==> config.mk <==
export PLATFORM = sky130hd
export DESIGN_NAME = map_rom_arbiter
export DESIGN_NICKNAME = d
export VERILOG_FILES = /design/src/rtl/map_rom_arbiter.sv
export SDC_FILE = /design/constraint.sdc
export NUM_CORES = 1
export LEC_CHECK = 0
export ABC_AREA = 1
export CAP_MARGIN = 20
export CORE_MARGIN = 4
export CORE_UTILIZATION = 40
export CTS_BUF_LIST = sky130_fd_sc_hd__clkbuf_2
export CTS_CLUSTER_DIAMETER = 50
export DETAILED_ROUTE_END_ITERATION = 8
export PLACE_DENSITY_LB_ADDON = 0.25
export SETUP_SLACK_MARGIN = 0.5
export SLEW_MARGIN = 20
export SYNTH_ARGS = -nofsm -noshare
export SYNTH_HDL_FRONTEND = slang
export SYNTH_SLANG_ARGS = --single-unit
==> constraint.sdc <==
create_clock -name clk -period 1.4 [get_ports clk]
set_clock_uncertainty 0.15 [all_clocks]
set_input_delay 0.28 -clock clk [delete_from_list [all_inputs] [get_ports clk]]
set_output_delay 0.28 -clock clk [all_outputs]
set_load 0.005 [all_outputs]
==> src/rtl/map_rom_arbiter.sv <==
// Two-stage arbiter sharing one map ROM between a held tracer request and a per-cycle overlay request.
// Optional starvation guard for the tracer is enabled by defining MAP_ARB_STARVE_GUARD_EN.
module map_rom_arbiter #(
    parameter int MAP_WBITS    = 4,
    parameter int MAP_HBITS    = 4,
    parameter int STARVE_LIMIT = 8
) (
    input  logic                 clk,
    input  logic                 reset,
    input  logic                 tr_req_i,
    input  logic [MAP_WBITS-1:0] tr_col_i,
    input  logic [MAP_HBITS-1:0] tr_row_i,
    output logic                 tr_ack_o,
    output logic                 tr_val_o,
    input  logic                 ov_req_i,
    input  logic [MAP_WBITS-1:0] ov_col_i,
    input  logic [MAP_HBITS-1:0] ov_row_i,
    output logic                 ov_valid_o,
    output logic                 ov_val_o,
    output logic [MAP_WBITS-1:0] rom_col_o,
    output logic [MAP_HBITS-1:0] rom_row_o,
    input  logic                 rom_val_i
);

    typedef enum logic [1:0] {TAG_NONE = 2'd0, TAG_TR = 2'd1, TAG_OV = 2'd2} tag_e;

    tag_e                 tag_q, tag_d;
    logic [MAP_WBITS-1:0] rom_col_q, rom_col_d;
    logic [MAP_HBITS-1:0] rom_row_q, rom_row_d;
    logic                 tr_wait_q, tr_wait_d;
    logic                 tr_ack_q, tr_ack_d, tr_val_q, tr_val_d;
    logic                 ov_valid_q, ov_valid_d, ov_val_q, ov_val_d;
    logic                 tr_elig, tr_win, starve_hit;

    // A granted tracer request must be seen low before it can be granted again,
    // and a grant still in S1 or in its ack cycle blocks a new one.
    assign tr_elig = tr_req_i && !tr_wait_q && (tag_q != TAG_TR) && !tr_ack_q;
    assign tr_win  = tr_elig && (!ov_req_i || starve_hit);

`ifdef MAP_ARB_STARVE_GUARD_EN
    localparam int CW = $clog2(STARVE_LIMIT + 1);
    localparam logic [CW-1:0] STARVE_MAX = CW'(STARVE_LIMIT);

    logic [CW-1:0] starve_q, starve_d;

    assign starve_hit = (starve_q == STARVE_MAX);

    always_comb begin
        starve_d = starve_q;
        if (tr_win || !tr_req_i)
            starve_d = '0;
        else if (tr_elig && ov_req_i && (starve_q != STARVE_MAX))
            starve_d = starve_q + CW'(1);
    end

    always_ff @(posedge clk) begin
        if (reset) starve_q <= '0;
        else       starve_q <= starve_d;
    end
`else
    assign starve_hit = 1'b0;
`endif

    always_comb begin
        tag_d     = TAG_NONE;
        rom_col_d = rom_col_q;
        rom_row_d = rom_row_q;
        tr_wait_d = tr_wait_q;
        if (tr_win) begin
            tag_d     = TAG_TR;
            rom_col_d = tr_col_i;
            rom_row_d = tr_row_i;
        end else if (ov_req_i) begin
            tag_d     = TAG_OV;
            rom_col_d = ov_col_i;
            rom_row_d = ov_row_i;
        end
        if (tr_win)        tr_wait_d = 1'b1;
        else if (!tr_req_i) tr_wait_d = 1'b0;

        // S2: the owner of last cycle's address captures the ROM data
        tr_ack_d   = (tag_q == TAG_TR);
        ov_valid_d = (tag_q == TAG_OV);
        tr_val_d   = (tag_q == TAG_TR) ? rom_val_i : tr_val_q;
        ov_val_d   = (tag_q == TAG_OV) ? rom_val_i : ov_val_q;
    end

    always_ff @(posedge clk) begin
        if (reset) begin
            tag_q      <= TAG_NONE;
            rom_col_q  <= '0;
            rom_row_q  <= '0;
            tr_wait_q  <= 1'b0;
            tr_ack_q   <= 1'b0;
            tr_val_q   <= 1'b0;
            ov_valid_q <= 1'b0;
            ov_val_q   <= 1'b0;
        end else begin
            tag_q      <= tag_d;
            rom_col_q  <= rom_col_d;
            rom_row_q  <= rom_row_d;
            tr_wait_q  <= tr_wait_d;
            tr_ack_q   <= tr_ack_d;
            tr_val_q   <= tr_val_d;
            ov_valid_q <= ov_valid_d;
            ov_val_q   <= ov_val_d;
        end
    end

    assign tr_ack_o   = tr_ack_q;
    assign tr_val_o   = tr_val_q;
    assign ov_valid_o = ov_valid_q;
    assign ov_val_o   = ov_val_q;
    assign rom_col_o  = rom_col_q;
    assign rom_row_o  = rom_row_q;

endmodule

==> After elaboration in Yosys (flattened, before gate mapping) <==
Index checks and enable logic that the tools add are counted.
Widths: inputs -> output; s select.
{ "op_classes": {"n_div": 0, "n_lt_le_gt_ge": 0, "mul": 0, "add_sub_neg": 0, "n_reduce_logical": 9, "n_shift": 0, "bitwise": 0, "mux": 8, "n_eq_ne": 4} }
{ "ops": {"columns": ["cell", "n"], "rows": [
  ["$mux 4", 4],
  ["$logic_and 1x1->1", 4],
  ["$ne 2x1->1 const B", 2],
  ["$logic_not 1->1", 3],
  ["$mux 1", 3],
  ["$eq 2x1->1 const B", 1],
  ["$eq 2x2->1 const B", 1],
  ["$mux 2", 1],
  ["$reduce_bool 2->1", 1],
  ["$reduce_or 2->1", 1]
]} }
{ "totals": {"in_bits": 21, "register_bits": 15, "latch_bits": 0, "memories": 0, "out_inout_bits": 12, "word_cells": 30, "ramBits": 0, "romBits": 0} }

==> Logic depth before layout (Yosys ltp) <==
{ "logic_depth": {"depth_word": 6, "depth_mapped": 7} }

==> Least setup slack after synthesis <==
No wires, ideal clock.
{ "synth_path": {"kind": "register to register", "start": "register tr_wait_q", "end": "register rom_col_q[1], in the netlist rom_col_o[1]", "required_ps": 1131, "synth_period_minus_slack_ps": 1193, "n_path_buf": 1, "arrival_time_ps": 923, "stages_incl_launch_ff": 6, "setup_time_ps": 119, "setup_slack_ps": 207, "cell_sequence": "dfxtp_1 nor2_4 nand3_4 buf_6 o21bai_1 a21oi_2"} }
{ "synth_via": {"elab_chain_len": 6} }
{ "synth_rtl": {"columns": ["element", "line", "source"], "rows": [
  ["from (decl)", "30", "logic tr_wait_q, tr_wait_d;"],
  ["from (signal assigned)", "102", "tr_wait_q <= tr_wait_d;"],
  ["$logic_not 1->1 *", "37", "assign tr_elig = tr_req_i && !tr_wait_q && (tag_q != TAG_TR) && !tr_ack_q;"],
  ["$logic_and 1x1->1 * (3 in series)", "37", null],
  ["$logic_and 1x1->1 *", "38", "assign tr_win = tr_elig && (!ov_req_i || starve_hit);"],
  ["$mux 4 or $reduce_bool 2->1 (tied branches)", null, null],
  ["to (signal assigned)", "100", "rom_col_q <= rom_col_d;"],
  ["to (decl)", "28", "logic [MAP_WBITS-1:0] rom_col_q, rom_col_d;"]
]} }
Mark *: on every way between the ends. The rest lies on a longest branch, timed or not.
A chain may end at the register's enable or synchronous reset.

==> Final worst setup path <==
{ "layout_path": {"start": "register tr_ack_q, in the netlist tr_ack_o", "end": "register rom_row_q[1], in the netlist rom_row_o[1]"} }
{ "layout_via": {"elab_chain_len": 4} }
{ "layout_rtl": {"columns": ["element", "line", "source"], "rows": [
  ["from (decl)", "31", "logic tr_ack_q, tr_ack_d, tr_val_q, tr_val_d;"],
  ["from (signal assigned)", "103", "tr_ack_q <= tr_ack_d;"],
  ["$logic_not 1->1 *", "37", null],
  ["$logic_and 1x1->1 *", "37", null],
  ["$logic_and 1x1->1 *", "38", null],
  ["$mux 4 or $reduce_bool 2->1 (tied branches)", null, null],
  ["to (signal assigned)", "101", "rom_row_q <= rom_row_d;"],
  ["to (decl)", "29", "logic [MAP_HBITS-1:0] rom_row_q, rom_row_d;"]
]} }
Marks and branches as above.

==> reports/summary.md <==
The flow ran to the end, and the final reports show no timing, DRC or antenna violations. The critical path goes through buf_6 > nor2_4 > buf_4 > nand4_4 > nand2_1 > a21oi_1. The largest total area in the synthesized netlist belongs to dfxtp_1.

In this run the tool buffered the top-level ports with 32 buffer cells. The die covers 0.00244 mm². The standard-cell row count was 14; the final critical-path share of the clock period was 0.960. The run gives 0.06 ns as the worst reg-to-reg setup slack. The tools report the type of element capturing the critical path as a flip-flop. The number of H-tree levels is 1, and the distinct cell type count after synthesis is 18. The post-layout worst setup margin was 0.0564 ns; the count of final max-slew check failures was 0.

The initial antenna violation count was 0; the count of final hold-check violations was 0. The number of antenna diodes in the final layout is 0. The detailed router finished its first iteration with 18 violations. Setup violations remaining at the end of the flow were counted as 0.

The tools report the nature of the critical path startpoint as a flip-flop. The prevailing post-synth register cell is dfxtp_1. The tools report the post-route DRC violation count as 0.

The tools report the leakage dissipation as 0.000556 µW. The die is 49.4 µm wide. After filler insertion, the fill cell instance count of the layout stands at 115. Max-cap violations in this run came to 0. In this run, synthesis produced a sequential element count of 15. The slew at the pin closest to its max-slew limit works out to 0.436 ns. The run gives 766 as the number of vias in the routed layout. The logs give 2000 µm for the detailed-route wire length and 1.45 ns for the required time of the worst setup path.

Yosys printed 0 warnings. The category of the most critical setup path was reg -> reg. The first global-routing pass estimated 2860 µm of wire. The synthesized net count was 105; the number of enable-type register cells in the synthesized netlist was 0. The total power density per cell area is 810 mW/mm², and the combined area of all synthesized cells is 684 µm².

For the worst setup path, the data arrival time is 1.39 ns. The run gives 84 as the instance count of the mapped netlist. Of all nets on the critical path, the largest fanout is 5. The fraction of registers with async set or reset after synthesis is 0, and the area of the core region is 0.00156 mm². In this run, CTS created clock tree buffers numbering 3. For the initial core utilization, the log shows 0.439. Setup repair after global routing could not meet its margin everywhere. The tightest min-delay check is of the in -> reg type. Routability-driven placement finished with a final weighted congestion of 0.711. TritonCTS built the clock tree. The number of buffers on the longest clock path is 2, and the count of pins on the block boundary is 33. Counting I/O delays and the setup requirement, the final critical path takes 1.34 ns.

The number of global-route vias before repair is 656, and the largest vdd supply drop is 0.506 mV. The die extent in y works out to 49.4 µm. The tools report the insertion delay to the later sink of the worst-skew pair as 0.30 ns. Sorting the synthesized cells by area gives the leading types as dfxtp_1, nand2_1, o21bai_1. CTS placed an instance of clkbuf_2 at the clock tree root.

Summed over all nets, the half-perimeter wirelength after detailed placement is 1240 µm. For the aggregate global routing overflow, the log shows 0. The top achievable clock speed was 744 MHz. Hold is met by 0.152 ns. The pre-CTS setup slack is -0.232 ns, and the global-route total usage across every layer is 0.159.

The area fraction of the dominant cell type after synthesis is 0.439, and the mean area per synthesized cell is 8.15 µm². Dividing the detail-routed wire length by the instance count gives 13.3 µm. Counting both buffers and inverters, the worst setup path holds a total of 2. The share of cells above drive strength 1 was 0.459; the number of detailed-route iterations in the first pass was 4. The cell with the largest stage delay on the worst path is dfxtp_2.

Entering global routing, the biggest net connects 9 pins. The largest single stage delay on the critical path is 0.35 ns. The final net count is 157.

Compared with the post-synthesis result, the final layout area differs by 76.1%. The number of nets still failing antenna checks after routing was 0. The register area share after synthesis is 0.439.

The per-cell via count in the routed design works out to 5.07. The number of sinks driven by the clock tree is 15, and the clock-pin slew reported for the worst setup and hold paths after clock tree synthesis is 0.15 ns. The worst max-slew margin expressed relative to the limit was 0.709. The cell family contributing the most delay on the critical path is simple AND/OR/NAND/NOR gates.
power breakdown:
part,switching [µW],leakage (µW),internal (µW)
logic,123,0.000411,151
registers,19.2,0.000129,461
clock network,146,0.0000166,75.7
total,288,0.000556,688
registers in the layout (all words and copies together) (netlist names):
signal,count
tr_ack_o,1
tr_wait_q,1
rom_row_o,4
ov_valid_o,1
tag_q,2
ov_val_o,1
tr_val_o,1
rom_col_o,4
what timing repair did:
| item | in CTS | in global routing |
|---|---|---|
| buffers inserted | 3 | 5 |
| pin swaps | 3 | 3 |
| cloned | 3 | 0 |
| endpoints found under the setup margin | 27 | 25 |
| hold buffers | 0 | 0 |
| resized for setup | 66 | 14 |
metal layers:
metal,share of wire,track usage,vias up
li1,-,-,385
met1,0.37,0.179,339
met2,0.51,0.257,33
met3,0.078,0.0306,9
met5,0,0,-
met4,0.036,0.128,0
cell usage after synthesis, types with 2 or more instances:
cell      number
a21oi_1        9
inv_1         10
dfxtp_1       15
a21oi_2        2
nand3_1        7
o21bai_1       8
nand2_1       18
nor2_1         4
nand3_2        2
layout make-up:
cell class | count | area (µm²) | share of cell area
clock buffers | 4 | 20.0 | 0.0166
flip-flops and latches | 15 | 320 | 0.266
repair inverters | 1 | 3.75 | 0.00312
well taps | 16 | 20.0 | 0.0166
multi-input cells | 58 | 404 | 0.335
repair buffers | 45 | 388 | 0.322
inverters | 12 | 48.8 | 0.0405
tightest hold or removal path, cell delays in order:
cell,delay (ns)
dlymetal6s2s_1,0.14
nand3_1,0.10
a21oi_2,0.05
path summary, 6_finish.rpt:
| path | cells past startpoint | end | startpoint |
|---|---|---|---|
| setup reg to reg | 6 | rom_row_o[1] | tr_ack_o |
| hold / removal | 3 | tr_val_o | rom_val_i |
| setup / recovery | 6 | rom_row_o[1] | tr_ack_o |
| hold reg to reg | 2 | ov_val_o | ov_val_o |
per-stage QoR:
stage / instances / power, µW / cell area [µm²] / utilization / setup TNS (ns)
after floorplan: 84 / 588 / 689 / - / 0
after detailed placement: 136 / 724 / 1060 / 0.677 / -1.97
after global routing: 151 / 1020 / 1200 / 0.773 / 0
after global placement: 136 / 720 / 1060 / 0.677 / -1.85
final: 151 / 976 / 1200 / 0.773 / 0
after CTS: 146 / 945 / 1100 / 0.707 / 0
layout by cell type, fill, tap and decap left out, types with 2 or more instances in the layout:
cell type	instances
clkdlybuf4s50_1	16
buf_4	11
inv_1	9
clkbuf_2	4
dfxtp_2	13
nand3_4	2
a21oi_1	7
nand4_4	2
a21oi_2	4
buf_2	8
buf_6	5
nand3_2	3
nand2_1	17
dlygate4sd2_1	3
nor2_1	3
o21bai_1	8
nand3_1	6
kinds of logic (layout without fill, tap and decap cells):
| family | Yosys count | in the layout | synth area share |
|---|---|---|---|
| AO/OA/AOI/OAI | 20 | 20 | 0.186 |
| buffers and inverters | 13 | 62 | 0.0823 |
| flip-flops | 15 | 15 | 0.439 |
| AND/OR/NAND/NOR | 36 | 38 | 0.293 |
No activity file was read; power rests on OpenSTA's default activity.
